File: src/rtl/ps2_pkg.sv
// Shared types and constants for the PS/2 key controller: receiver FSM states,
// prefix bytes, register map, STATUS bit positions and the key-event word.
package ps2_pkg;

  typedef enum logic [1:0] {
    IDLE,
    POP,
    GAP
  } rx_state_t;

  localparam logic [7:0] PS2_PFX_EXT = 8'hE0;
  localparam logic [7:0] PS2_PFX_BRK = 8'hF0;

  localparam logic REG_DATA   = 1'b0;
  localparam logic REG_STATUS = 1'b1;

  localparam int ST_NEMPTY   = 0;
  localparam int ST_FULL     = 1;
  localparam int ST_OVF      = 2;
  localparam int ST_IRQ_MASK = 4;
  localparam int ST_COUNT    = 8;

  localparam int EVT_W = 10;

  typedef struct packed {
    logic       ext;
    logic       brk;
    logic [7:0] code;
  } evt_t;

  function automatic logic is_prefix(input logic [7:0] b);
    return (b == PS2_PFX_EXT) || (b == PS2_PFX_BRK);
  endfunction

endpackage

File: src/rtl/ps2_evt_fifo.sv
// Synchronous event FIFO with flush. A pop on empty is ignored; a push on full
// is accepted only when a real pop frees a slot on the same edge.
module ps2_evt_fifo #(
  parameter int DEPTH = 8,
  parameter int WIDTH = 10,
  parameter int CNT_W = $clog2(DEPTH) + 1
) (
  input  logic             clk,
  input  logic             clrn,
  input  logic             push,
  input  logic             pop,
  input  logic             flush,
  input  logic [WIDTH-1:0] wdata,
  output logic [WIDTH-1:0] rdata,
  output logic             full,
  output logic             empty,
  output logic [CNT_W-1:0] count
);

  localparam int PTR_W = $clog2(DEPTH);

  logic [WIDTH-1:0] mem [DEPTH];
  logic [PTR_W-1:0] wr_ptr;
  logic [PTR_W-1:0] rd_ptr;
  logic             do_push;
  logic             do_pop;

  assign empty   = (count == '0);
  assign full    = (count == CNT_W'(DEPTH));
  assign do_pop  = pop & ~empty & ~flush;
  assign do_push = push & ~flush & (~full | do_pop);
  assign rdata   = mem[rd_ptr];

  // NOTE: state registers use non-blocking assignments so every flop samples pre-edge values.
  always_ff @(posedge clk) begin
    if (!clrn || flush) begin
      wr_ptr <= '0;
      rd_ptr <= '0;
      count  <= '0;
    end else begin
      if (do_push) wr_ptr <= wr_ptr + 1'b1;
      if (do_pop)  rd_ptr <= rd_ptr + 1'b1;
      count <= count + CNT_W'(do_push) - CNT_W'(do_pop);
    end
  end

  // NOTE: storage is deliberately not reset; pointers and count alone define what is valid.
  always_ff @(posedge clk) begin
    if (do_push) mem[wr_ptr] <= wdata;
  end

endmodule

File: src/rtl/ps2_key_ctrl.sv
// PS/2 key controller: pops bytes from ps2_kbd, folds E0/F0 prefixes into key
// events, buffers them and serves DATA/STATUS over the bus. Macro PS2_IRQ_EN adds irq.
module ps2_key_ctrl
  import ps2_pkg::*;
#(
  parameter int FIFO_DEPTH = 8,
  parameter int CNT_W      = $clog2(FIFO_DEPTH) + 1
) (
  input  logic        clk,
  input  logic        clrn,
  input  logic        stb_i,
  input  logic        we_i,
  input  logic [31:0] adr_i,
  input  logic [31:0] dat_i,
  output logic [31:0] dat_o,
  output logic        ack_o,
  input  logic [7:0]  kbd_data,
  input  logic        kbd_ready,
  input  logic        kbd_overflow,
  output logic        kbd_rdn
`ifdef PS2_IRQ_EN
  ,
  output logic        irq
`endif
);

  rx_state_t        state;
  rx_state_t        state_next;
  logic [7:0]       byte_r;
  logic             ext;
  logic             brk;
  logic             ovf;
  logic             mask_bit;
  evt_t             evt_in;
  logic [EVT_W-1:0] head;
  logic             full;
  logic             empty;
  logic [CNT_W-1:0] count;
  logic [31:0]      rd_word;
  logic             unused;

  // Side effects happen only on the edge that raises ack_o.
  logic access, is_status, rd_data, wr_data, wr_status, flush, push_evt, push, pop;
  assign access    = stb_i & ~ack_o;
  assign is_status = (adr_i[2] == REG_STATUS);
  assign rd_data   = access & ~we_i & ~is_status;
  assign wr_data   = access &  we_i & ~is_status;
  assign wr_status = access &  we_i &  is_status;
  assign flush     = wr_data & dat_i[0];
  assign pop       = rd_data & ~empty;
  assign push_evt  = (state == POP) & ~is_prefix(byte_r);
  assign push      = push_evt & ~flush;
  assign evt_in    = '{ext: ext, brk: brk, code: byte_r};
  assign unused    = ^{adr_i, dat_i};

  always_ff @(posedge clk) begin
    if (!clrn) state <= IDLE;
    else       state <= state_next;
  end

  // NOTE: every always_comb output gets a default first so no latch is inferred.
  always_comb begin
    state_next = state;
    kbd_rdn    = 1'b1;
    case (state)
      IDLE: if (kbd_ready) state_next = POP;
      POP: begin
        kbd_rdn    = 1'b0;
        state_next = GAP;
      end
      GAP:     state_next = IDLE;
      default: state_next = IDLE;
    endcase
  end

  always_ff @(posedge clk) begin
    if (!clrn) begin
      byte_r <= '0;
      ext    <= 1'b0;
      brk    <= 1'b0;
    end else begin
      if (state == IDLE && kbd_ready) byte_r <= kbd_data;
      if (flush) begin
        ext <= 1'b0;
        brk <= 1'b0;
      end else if (state == POP) begin
        if (byte_r == PS2_PFX_EXT) ext <= 1'b1;
        else if (byte_r == PS2_PFX_BRK) brk <= 1'b1;
        else begin
          ext <= 1'b0;
          brk <= 1'b0;
        end
      end
    end
  end

  // Setting overflow takes priority over a same-edge clear from software.
  always_ff @(posedge clk) begin
    if (!clrn) ovf <= 1'b0;
    else if ((push & full & ~pop) | kbd_overflow) ovf <= 1'b1;
    else if (wr_status & dat_i[ST_OVF]) ovf <= 1'b0;
  end

`ifdef PS2_IRQ_EN
  always_ff @(posedge clk) begin
    if (!clrn) begin
      mask_bit <= 1'b0;
      irq      <= 1'b0;
    end else begin
      if (wr_status) mask_bit <= dat_i[ST_IRQ_MASK];
      irq <= mask_bit & (~empty | ovf);
    end
  end
`else
  assign mask_bit = 1'b0;
`endif

  always_comb begin
    rd_word = '0;
    if (is_status) begin
      rd_word[ST_NEMPTY]          = ~empty;
      rd_word[ST_FULL]            = full;
      rd_word[ST_OVF]             = ovf;
      rd_word[ST_IRQ_MASK]        = mask_bit;
      rd_word[ST_COUNT +: CNT_W]  = count;
    end else if (!empty) begin
      rd_word = {1'b1, {(31 - EVT_W){1'b0}}, head};
    end
  end

  always_ff @(posedge clk) begin
    if (!clrn) begin
      ack_o <= 1'b0;
      dat_o <= '0;
    end else begin
      ack_o <= stb_i & ~ack_o;
      if (access) dat_o <= we_i ? 32'h0 : rd_word;
    end
  end

  ps2_evt_fifo #(
    .DEPTH(FIFO_DEPTH),
    .WIDTH(EVT_W),
    .CNT_W(CNT_W)
  ) u_fifo (
    .clk  (clk),
    .clrn (clrn),
    .push (push),
    .pop  (pop),
    .flush(flush),
    .wdata(evt_in),
    .rdata(head),
    .full (full),
    .empty(empty),
    .count(count)
  );

endmodule

File: config.mk
export PLATFORM = sky130hd
export DESIGN_NAME = ps2_key_ctrl
export DESIGN_NICKNAME = d
export VERILOG_FILES = /design/src/rtl/ps2_pkg.sv /design/src/rtl/ps2_evt_fifo.sv /design/src/rtl/ps2_key_ctrl.sv
export SDC_FILE = /design/constraint.sdc
export NUM_CORES = 1
export LEC_CHECK = 0
export BUFFER_PORTS_ARGS = -buffer_cell sky130_fd_sc_hd__buf_2
export CORE_AREA = 2 2 128 105
export CTS_CLUSTER_DIAMETER = 50
export DETAILED_ROUTE_END_ITERATION = 8
export DIE_AREA = 0 0 130 107
export PLACE_DENSITY = 0.7
export SLEW_MARGIN = 10
export SYNTH_ARGS = -nofsm -noshare
export SYNTH_HDL_FRONTEND = slang
export SYNTH_HIERARCHICAL = 1
export SYNTH_SLANG_ARGS = --single-unit
File: constraint.sdc
create_clock -name clk -period 6.8 [get_ports clk]
set_clock_uncertainty 0.05 [all_clocks]
set_input_delay 1.02 -clock clk [delete_from_list [all_inputs] [get_ports clk]]
set_output_delay 1.02 -clock clk [all_outputs]
set_load 0.05 [all_outputs]
==> implementation parameters, run 1 <==
Parameter                              Value

Routing
  Number of antenna-violating nets in the routed design    0
  Via/cell ratio    5.07
  Routed wire length    9580 microns
  DRC violation count after routing    0
  Vias after detailed routing    2,786
  Number of DRC violations after detailed-routing iteration 0    175
  Final routed wire length divided by cell count    17.4 microns
  TritonRoute pass-1 iters    4

Clocking
  Num CTS Buffers    17
  Post-CTS setup repair buffer count    0
  TritonCTS Sinks    120
  Hold buffer count at CTS    0
  CTS H-tree depth    4
  Number of buffers on the longest clock path    2
  Source-to-sink clock delay at the later pin of the worst-skew pair    0.41 ns
  Cts repair resizes    0
  Root cell of the clock tree    clkbuf_16
  CTS tree    built
  Post-CTS clock slew at the launch and capture registers of the worst setup and hold paths    0.05 ns

Floorplanning
  Initial core utilization    0.394
  Area of the die    0.0139 sq mm
  I/O pin total    112
  Total core area    0.0126 sq mm
  Horizontal extent of the die    130 microns
  Cell row count    37
  Chip Height    107 microns

Job
  Max-cap violations    0

Critical path
  Cell Chain, Critical Path    buf_2 -> nand2b_1 -> nor4_2 -> buf_4 -> nor3b_1 -> o21ai_0 -> nor2_1
  Buf+Inv Stages, Crit Path    2
  Path type of the worst setup path    in2reg
  Cell type group with the largest total delay on the critical path    simple AND/OR/NAND/NOR gates
  Cell at the slowest stage of the critical path    nor2_1
  Type of destination of the critical path    flop
  Startpoint of the worst register-to-register path    u_fifo/count[2]$_SDFF_PP0_
  Worst reg-to-reg path cell count    8
  Slowest Stage Delay on Critical Path    0.99 ns
  Arrival time at the worst endpoint    3.78 ns
  Required time at the endpoint of the critical path    6.77 ns
  Startpoint kind of the worst setup timing path    input port
  End of the worst register-to-register path    u_fifo/mem[7][6]$_DFFE_PP_
  Critical-path maximum fanout    17
  FF-to-FF setup slack    3.28 ns

GRT
  Final global-route overflow total    0
  Vias in the first global route    2,723
  GR Util All Layers    0.149
  Pin count of the biggest net entering global routing    26
  Wire length of the first global-routing pass    14,900 microns
  Initial antenna violation count    0

Place
  HPWL after detailed placement    5980 microns
  Cell Count Post-Placement    517
  I/O Buffers    31
  Gp weighted congestion    0.791

Hold path
  Cell depth of the worst min-delay path    2
  Start point of the worst min-delay path    u_fifo/rd_ptr[2]$_SDFFE_PP0N_
  Worst hold path class    reg2reg

Synth
  Predominant post-synthesis flop cell    edfxtp_1
  Avg Cell Area, Syn    15.5 sq um
  Number of synthesized register bits    120
  Number of distinct library cells after synthesis    47
  Syn Inst Count    321
  Mapped cell area    0.00498 sq mm
  Number of warning messages in the yosys log    6
  Proportion of register bits with asynchronous set or reset after synthesis    0
  Number of flops mapped to enable cells by yosys    80
  Post-synthesis sequential area ratio    0.643

Power and ir drop
  Leakage component of the power    2.13 nW
  IR Drop Worst-Case VDD    0.208 mV
  Power density normalized to cell area    312 mW/mm^2

STA
  Final setup violation count    0
  Crit path time final    3.80 ns
  Transition time at the pin with the least slew margin    1.23 ns
  Accumulated negative setup slack    0 ns
  Final period util    0.559
  Maximum operating frequency    263 MHz
  RSZ-0062 raised after global routing    no
  Max Slew Vio Count    0
  Final hold violation count    0
  Worst rel slew slack    0.180

Finish
  Count of nets after finishing    447
  Area growth from synthesis to final layout    17.7%
  Fillcell total    1,083
  Multi-input combinational cell area    0.00164 sq mm
  Fraction of final layout cells sized beyond drive strength 1    0.233
  Reg area    0.00320 sq mm
  Diodes inserted    0
  Filler-free cell count of the finished design    549

Run status
  Result of the run    finished clean
worst max path at each step:
| stage | startpoint | endpoint | slack, ns | cells past startpoint |
|---|---|---|---|---|
| after floorplan | stb_i | u_fifo/mem[0][0]$_DFFE_PP_ | 2.98 | 7 |
| after global placement | stb_i | u_fifo/mem[5][3]$_DFFE_PP_ | 2.69 | 7 |
| after detailed placement | stb_i | u_fifo/mem[5][6]$_DFFE_PP_ | 2.60 | 7 |
| after CTS | stb_i | u_fifo/mem[5][4]$_DFFE_PP_ | 3.02 | 7 |
| after global routing | stb_i | u_fifo/mem[5][4]$_DFFE_PP_ | 2.79 | 7 |
| final | stb_i | u_fifo/mem[7][6]$_DFFE_PP_ | 3.00 | 7 |
worst register-to-register path, cell delays in order, from the launching register on:
cell	delay, ns
dfxtp_1	0.33
inv_1	0.08
ha_1	0.24
nor3b_2	0.23
nor4_2	0.27
buf_4	0.27
nor3b_1	0.37
o21ai_0	0.31
nor2_1	0.99
synth_stat cells (2+ instances only):
master | number | area [sq um]
dfxtp_1 | 40 | 801
nor2_1 | 32 | 120
mux2i_1 | 11 | 110
o21ai_0 | 4 | 20.0
inv_1 | 8 | 30.0
and2_1 | 2 | 12.5
buf_6 | 2 | 22.5
mux2_2 | 10 | 113
nand2b_1 | 6 | 37.5
or3b_2 | 2 | 17.5
buf_1 | 2 | 7.51
buf_4 | 19 | 143
nor4_1 | 4 | 25.0
buf_2 | 2 | 10.0
nor3_1 | 2 | 10.0
a21o_1 | 2 | 15.0
a22oi_1 | 7 | 52.6
ha_1 | 7 | 87.6
nand2_1 | 8 | 30.0
clkbuf_1 | 6 | 22.5
edfxtp_1 | 80 | 2400
a21oi_1 | 11 | 55.1
a222oi_1 | 4 | 40.0
mux4_1 | 20 | 526
nor2b_1 | 4 | 25.0
or3_1 | 2 | 12.5
nor3b_2 | 3 | 37.5
nor3b_1 | 2 | 15.0
power breakdown:
group / leakage, nW / internal (mW) / switching (mW)
clock network: 0.281 / 0.570 / 0.310
registers: 1.07 / 0.797 / 0.0177
logic: 0.786 / 0.0425 / 0.0906
metal layers:
| layer | track usage | vias up | routed length, microns |
|---|---|---|---|
| met1 | 0.191 | 1416 | 4310 |
| met4 | 0.0637 | 0 | 133 |
| li1 | - | 1292 | - |
| met3 | 0.0469 | 12 | 428 |
| met5 | 0 | - | 0 |
| met2 | 0.235 | 66 | 4700 |
sequential cells by signal, indices dropped and copies added (netlist names), named ones only:
signal and cells:
ack_o 1, dat_o 13, ovf 1, byte_r 8, u_fifo/mem 80, u_fifo/rd_ptr 3, brk 1, ext 1
u_fifo/count 4, state 2, u_fifo/wr_ptr 3
kinds of logic (layout without fill, tap and decap cells):
family,after synthesis,count (layout),share of synthesized area
buffers and inverters,40,75,0.0480
XOR/XNOR,1,1,0.00176
other,1,19,0.000753
multiplexers,41,41,0.150
AND/OR/NAND/NOR,76,76,0.0842
AO/OA/AOI/OAI,34,34,0.0500
flip-flops,120,120,0.643
adder cells (fa/ha/maj),8,8,0.0216
final cells by class:
class,count,area share
flip-flops and latches,120,0.547
multi-input cells,179,0.280
clock buffers,18,0.0733
well taps,175,0.0374
repair buffers,34,0.0303
clock inverters,14,0.0269
inverters,9,0.00577
placed cells by master, fill, tap and decap left out, types with 2 or more instances in the layout:
cell type and instances:
a21o_1 2, a21oi_1 11, a222oi_1 4, a22oi_1 7
and2_1 2, buf_2 31, buf_4 3, bufinv_16 3
clkbuf_16 17, clkinv_1 2, clkinv_2 4, clkinv_4 2
clkinvlp_4 3, conb_1 19, dfxtp_1 40, edfxtp_1 80
ha_1 7, inv_1 8, mux2_2 10, mux2i_1 11
mux4_1 20, nand2_1 8, nand2b_1 6, nor2_1 32
nor2b_1 4, nor3_2 2, nor3b_2 4, nor4_2 3
o21ai_0 4, or3_1 2, or3b_2 2
per-stage QoR:
step	cell area, sq um	power, mW	hold WS [ns]	setup WS (ns)	utilization
finish	5860	1.83	0.443	3.00	0.464
global route	5860	1.89	0.485	2.79	0.464
CTS	5860	1.84	0.446	3.02	0.464
detailed placement	5270	0.962	0.438	2.60	0.417
global placement	5270	0.957	0.419	2.69	0.417
floorplan	5050	0.934	0.405	2.98	-
Note: power is estimated with default switching activity, not from simulation.
==> run 2: changes to the inputs <==
clock period = 3.8 ns   (was 6.8 ns; I/O delays follow)
==> run 2 against run 1 <==
Total power increased by 85%. Combinational power up 90%. Clock power rose by 89%. Register-to-register slack lost 2.8 ns. First-iteration DRC count rose by 42%. Largest power group unchanged.
==> implementation parameters, run 2 (synthesized netlist as in run 1, its figures left out) <==
Parameter                              Value

Critical path
  Critical path's most frequent cell    ha_1
  Required time at the endpoint of the critical path    4.08 ns (was 6.77 ns)
  Buf+Inv Stages, Crit Path    1 (was 2)
  Path type of the worst setup path    reg2reg (was in2reg)
  End of the worst register-to-register path    u_fifo/count[3]$_SDFF_PP0_ (was u_fifo/mem[7][6]$_DFFE_PP_)
  Cell Chain, Critical Path    inv_1 -> ha_1 -> nor3b_2 -> nor4_2 -> nand2b_1 -> or3_1 -> ha_1 -> a21o_1 -> a21oi_1 -> mux2i_1 (was buf_2 -> nand2b_1 -> nor4_2 -> buf_4 -> nor3b_1 -> o21ai_0 -> nor2_1)
  Type of destination of the critical path    flop (unchanged)
  Slowest Stage Delay on Critical Path    0.54 ns (was 0.99 ns)
  Worst reg-to-reg path cell count    10 (was 8)
  Startpoint of the worst register-to-register path    u_fifo/count[2]$_SDFF_PP0_ (unchanged)
  FF-to-FF setup slack    0.50 ns (was 3.28 ns)
  Cell at the slowest stage of the critical path    nor4_2 (was nor2_1)
  Cell type group with the largest total delay on the critical path    simple AND/OR/NAND/NOR gates (unchanged)
  Critical-path maximum fanout    10 (was 17)
  Arrival time at the worst endpoint    3.58 ns (was 3.78 ns)
  Startpoint kind of the worst setup timing path    flop (was input port)

GRT
  Final global-route overflow total    0 (unchanged)
  GR Util All Layers    0.151 (was 0.149)
  Pin count of the biggest net entering global routing    26 (unchanged)
  Initial antenna violation count    0 (unchanged)
  Vias in the first global route    2,820 (was 2,723)
  Wire length of the first global-routing pass    14,800 microns (was 14,900 microns)

Finish
  Number of flip-flops under the largest register name    80 (unchanged)
  Fraction of final layout cells sized beyond drive strength 1    0.243 (was 0.233)
  Most frequent standard cell in the layout excluding fill and tap cells    edfxtp_1 (unchanged)
  Filler-free cell count of the finished design    557 (was 549)
  Most frequent cells in the layout    80 x edfxtp_1, 40 x dfxtp_1, 32 x nor2_1 (unchanged)
  Largest Register    u_fifo/mem (unchanged)
  Largest registers ranked by flip-flop count    u_fifo/mem: 80 flops, dat_o: 13 flops, byte_r: 8 flops (unchanged)
  Count of nets after finishing    455 (was 447)
  Area growth from synthesis to final layout    19.5% (was 17.7%)
  Diodes inserted    0 (unchanged)

Floorplanning
  Total core area    0.0126 sq mm (unchanged)
  Horizontal extent of the die    130 microns (unchanged)
  Chip Height    107 microns (unchanged)
  Cell row count    37 (unchanged)
  Area of the die    0.0139 sq mm (unchanged)
  I/O pin total    112 (unchanged)
  Initial core utilization    0.394 (unchanged)

STA
  Smallest setup slack after layout    0.499 ns (was 3.00 ns)
  Final period util    0.869
  Final hold violation count    0 (unchanged)
  Crit path time final    3.30 ns
  Final setup violation count    0 (unchanged)
  Worst rel slew slack    0.322 (was 0.180)
  Max Slew Vio Count    0 (unchanged)
  Accumulated negative setup slack    0 ns (unchanged)
  Transition time at the pin with the least slew margin    1.01 ns (was 1.23 ns)
  RSZ-0062 raised after global routing    no (unchanged)
  Maximum operating frequency    303 MHz

Routing
  Number of DRC violations after detailed-routing iteration 0    248 (was 175)
  Routed wire length    9710 microns (was 9580 microns)
  Number of antenna-violating nets in the routed design    0 (unchanged)
  TritonRoute pass-1 iters    5 (was 4)
  Via/cell ratio    5.01 (was 5.07)
  Vias after detailed routing    2,792 (was 2,786)
  DRC violation count after routing    0 (unchanged)
  Final routed wire length divided by cell count    17.4 microns (about the same)

Power and ir drop
  Power density normalized to cell area    568 mW/mm^2 (was 312 mW/mm^2)
  Leakage component of the power    2.20 nW (was 2.13 nW)
  IR Drop Worst-Case VDD    0.358 mV (was 0.208 mV)

Clocking
  CTS tree    built (unchanged)
  Num CTS Buffers    17 (unchanged)
  Hold buffer count at CTS    0 (unchanged)
  Post-CTS clock slew at the launch and capture registers of the worst setup and hold paths    0.05 ns (about the same)
  Root cell of the clock tree    clkbuf_16 (unchanged)
  CTS H-tree depth    4 (unchanged)
  Post-CTS setup repair buffer count    0 (unchanged)
  Cts repair resizes    0 (unchanged)
  Source-to-sink clock delay at the later pin of the worst-skew pair    0.41 ns (about the same)
  TritonCTS Sinks    120 (unchanged)
  Number of buffers on the longest clock path    2 (unchanged)

Place
  Gp weighted congestion    0.787 (was 0.791)
  Cell Count Post-Placement    525 (was 517)
  Worst setup slack after placement    0.582 ns (was 2.60 ns)
  HPWL after detailed placement    6100 microns (was 5980 microns)
  I/O Buffers    31 (unchanged)

Hold path
  Worst Hold Path EP    byte_r[5]$_SDFFE_PN0P_
  Cell depth of the worst min-delay path    3 (was 2)
  Start point of the worst min-delay path    kbd_data[5] (was u_fifo/rd_ptr[2]$_SDFFE_PP0N_)
  Worst hold path class    in2reg (was reg2reg)

Run status
  Result of the run    finished clean (unchanged)

Job
  Max-cap violations    0 (unchanged)
run 2: how the worst max path moves through the flow:
stage | start | to | slack [ns] | cells after the start
2_1_floorplan | u_fifo/count[2]$_SDFF_PP0_ | u_fifo/mem[0][0]$_DFFE_PP_ | 0.36 | 8
3_3_place_gp | u_fifo/count[2]$_SDFF_PP0_ | u_fifo/count[2]$_SDFF_PP0_ | 0.69 | 12
3_5_place_dp | u_fifo/count[2]$_SDFF_PP0_ | u_fifo/count[2]$_SDFF_PP0_ | 0.58 | 12
4_1_cts | u_fifo/count[2]$_SDFF_PP0_ | u_fifo/count[3]$_SDFF_PP0_ | 0.50 | 10
5_1_grt | u_fifo/count[2]$_SDFF_PP0_ | u_fifo/count[2]$_SDFF_PP0_ | 0.28 | 12
6_report | u_fifo/count[2]$_SDFF_PP0_ | u_fifo/count[3]$_SDFF_PP0_ | 0.50 | 10
run 2: layer usage:
metal / vias to the layer above / global-route usage / share of wire
met2: 70 / 0.243 / 0.50
met3: 19 / 0.0479 / 0.058
met1: 1399 / 0.186 / 0.43
li1: 1304 / - / -
met5: - / 0 / 0
met4: 0 / 0.0691 / 0.018
run 2: worst reg2reg max path: stages (launching register included):
cell and delay, ns:
dfxtp_1 0.34, inv_1 0.08, ha_1 0.24, nor3b_2 0.24
nor4_2 0.54, nand2b_1 0.31, or3_1 0.44, ha_1 0.31
a21o_1 0.20, a21oi_1 0.23, mux2i_1 0.24
run 2: layout make-up:
class                           count  area, sq um
Multi-Input combinational cell    179         1630
Timing Repair Buffer               42          238
Inverter                            9         33.8
Fill cell                        1064         6690
Clock buffer                       24          513
Sequential cell                   120         3200
Clock inverter                      8          114
Tap cell                          175          219
run 2: per-stage QoR:
stage	power (mW)	utilization	area, sq um	hold WS (ns)
after floorplan	1.68	-	5050	0.405
after global placement	1.72	0.421	5320	0.419
after detailed placement	1.73	0.421	5320	0.436
after CTS	3.40	0.471	5950	0.332
after global routing	3.48	0.471	5950	0.350
final	3.38	0.471	5950	0.343
run 2: report_power, final:
part | internal (mW) | switching, mW
registers | 1.43 | 0.0326
logic | 0.0802 | 0.173
clock network | 1.13 | 0.530
total | 2.64 | 0.736
==> run 3: changes to the inputs <==
CELL_PAD_IN_SITES_DETAIL_PLACEMENT = 1   (was unset)
CELL_PAD_IN_SITES_GLOBAL_PLACEMENT = 1   (was unset)
PLACE_DENSITY = 0.81   (was 0.7)
==> run 3 against run 2 <==
Routed wire length is 14% higher. Maximum frequency grew 5.3%. Final cell count increased by 0.36%. Via count rose by 4.0%. Core utilization fell by 0.50 points. Die area unchanged. First-iteration DRC count fell by 37%. Critical path depth increased by 2. Worst hold slack improved by 0.010 ns.
==> implementation parameters, run 3 (synthesized netlist as in run 1, its figures left out) <==
Parameter                              Value

Routing
  Final routed wire length divided by cell count    19.8 microns (was 17.4 microns)
  Vias after detailed routing    2,903 (was 2,792)
  Routed wire length    11,100 microns (was 9710 microns)
  DRC violation count after routing    0 (unchanged)
  Number of antenna-violating nets in the routed design    0 (unchanged)
  Via/cell ratio    5.19 (was 5.01)
  Number of DRC violations after detailed-routing iteration 0    156 (was 248)
  TritonRoute pass-1 iters    5 (unchanged)

Run status
  Result of the run    finished clean (unchanged)

GRT
  Met2 global-route usage    0.288 (was 0.243)
  Final global-route overflow total    0 (unchanged)
  Vias in the first global route    3,117 (was 2,820)
  Initial antenna violation count    0 (unchanged)
  Met3 layer usage reported by global route    0.0499 (was 0.0479)
  Met1 usage in global routing    0.205 (was 0.186)
  Busiest layer in global routing    met2 (unchanged)
  Pin count of the biggest net entering global routing    26 (unchanged)
  Wire length of the first global-routing pass    17,200 microns (was 14,800 microns)
  GR Util All Layers    0.174 (was 0.151)

STA
  Max Slew Vio Count    0 (unchanged)
  Worst hold slack    0.353 ns (was 0.343 ns)
  RSZ-0062 raised after global routing    no (unchanged)
  Smallest setup slack after layout    0.665 ns (was 0.499 ns)
  Worst rel slew slack    0.360 (was 0.322)
  Maximum operating frequency    319 MHz (was 303 MHz)
  Crit path time final    3.13 ns (was 3.30 ns)
  Final period util    0.825 (was 0.869)
  Transition time at the pin with the least slew margin    0.959 ns (was 1.01 ns)
  Accumulated negative setup slack    0 ns (unchanged)
  Final hold violation count    0 (unchanged)
  Final setup violation count    0 (unchanged)

Finish
  Largest registers ranked by flip-flop count    u_fifo/mem: 80 flops, dat_o: 13 flops, byte_r: 8 flops (unchanged)
  Core utilization of the finished layout    0.466 (was 0.471)
  Count of nets after finishing    457 (was 455)
  Filler-free cell count of the finished design    559 (was 557)
  Number of flip-flops under the largest register name    80 (unchanged)
  Largest Register    u_fifo/mem (unchanged)
  Fraction of final layout cells sized beyond drive strength 1    0.232 (was 0.243)
  Most frequent standard cell in the layout excluding fill and tap cells    edfxtp_1 (unchanged)
  Diodes inserted    0 (unchanged)
  Area growth from synthesis to final layout    18.2% (was 19.5%)
  Most frequent cells in the layout    80 x edfxtp_1, 40 x dfxtp_1, 32 x nor2_1 (unchanged)

Floorplanning
  Chip Height    107 microns (unchanged)
  I/O pin total    112 (unchanged)
  Initial core utilization    0.394 (unchanged)
  Cell row count    37 (unchanged)
  Horizontal extent of the die    130 microns (unchanged)
  Area of the die    0.0139 sq mm (unchanged)
  Total core area    0.0126 sq mm (unchanged)

Power and ir drop
  Power density normalized to cell area    543 mW/mm^2 (was 568 mW/mm^2)
  IR Drop Worst-Case VDD    0.393 mV (was 0.358 mV)
  Leakage component of the power    2.17 nW (was 2.20 nW)

Clocking
  TritonCTS Sinks    120 (unchanged)
  Number of buffers on the longest clock path    2 (unchanged)
  Source-to-sink clock delay at the later pin of the worst-skew pair    0.41 ns (about the same)
  Num CTS Buffers    17 (unchanged)
  Cts repair resizes    0 (unchanged)
  Root cell of the clock tree    clkbuf_16 (unchanged)
  Post-CTS clock slew at the launch and capture registers of the worst setup and hold paths    0.05 ns (about the same)
  CTS H-tree depth    4 (unchanged)
  Post-CTS setup repair buffer count    0 (unchanged)
  Hold buffer count at CTS    0 (unchanged)
  CTS tree    built (unchanged)

Place
  HPWL after detailed placement    7210 microns (was 6100 microns)
  Gp weighted congestion    0.802 (was 0.787)
  I/O Buffers    31 (unchanged)
  Worst setup slack after placement    0.709 ns (was 0.582 ns)
  Cell Count Post-Placement    527 (was 525)

Critical path
  Critical-path maximum fanout    10 (unchanged)
  Startpoint kind of the worst setup timing path    flop (unchanged)
  Path type of the worst setup path    reg2reg (unchanged)
  Required time at the endpoint of the critical path    4.03 ns (was 4.08 ns)
  Type of destination of the critical path    flop (unchanged)
  Arrival time at the worst endpoint    3.36 ns (was 3.58 ns)

Hold path
  Worst hold path class    in2reg (unchanged)

Job
  Max-cap violations    0 (unchanged)
[run 3: cell count changes in the layout (fill, tap and decap cells not counted)]
cell | before | now
clkinv_2 | 4 | 1
clkbuf_1 | 2 | 7
buf_4 | 11 | 13
nor3b_2 | 4 | 3
bufinv_16 | 3 | 0
clkbuf_8 | 4 | 5
nor3b_1 | 1 | 2
[run 3: power breakdown]
group | switching [mW] | internal, mW
Combinational | 0.173 | 0.0813
Clock | 0.516 | 0.956
Sequential | 0.0379 | 1.43
[run 3: final timing paths]
path                                    from                    endpoint  slack, ns  depth (start not counted)
setup / recovery  u_fifo/count[2]$_SDFF_PP0_  u_fifo/count[2]$_SDFF_PP0_       0.67                         12
hold / removal                   kbd_data[4]      byte_r[4]$_SDFFE_PN0P_       0.35                          3
setup reg to reg  u_fifo/count[2]$_SDFF_PP0_  u_fifo/count[2]$_SDFF_PP0_       0.67                         12
hold reg to reg       dat_o[31]$_SDFFE_PN0N_      dat_o[31]$_SDFFE_PN0N_       0.45                          2
[run 3: final cells by class]
cell class	instances	area (sq um)
sequential	120	3200
inverter	9	33.8
clock buffer	30	546
tap	175	219
timing repair buffer	44	253
fill	1263	6750
clock inverter	2	8.76
multi-input combinational	179	1620
[run 3: metal layers]
layer	vias up	share of wire
met1	1482	0.41
met2	92	0.51
met3	26	0.051
met5	-	0
li1	1303	-
met4	0	0.026
[run 3: critical path, cell delays in order (launching register included)]
cell and delay (ns):
dfxtp_1 0.38, inv_1 0.10, ha_1 0.24, nor3b_2 0.24, nor4_2 0.49, nor3b_1 0.39
o221ai_1 0.18, nand2_1 0.10, ha_1 0.16, inv_1 0.06, fa_1 0.37, xor2_1 0.17
nor2_1 0.05
[run 3: through the flow]
stage / power [mW] / area, sq um
after floorplan: 1.68 / 5050
after global placement: 1.73 / 5330
after detailed placement: 1.74 / 5330
after CTS: 3.22 / 5890
after global routing: 3.29 / 5890
final: 3.19 / 5890
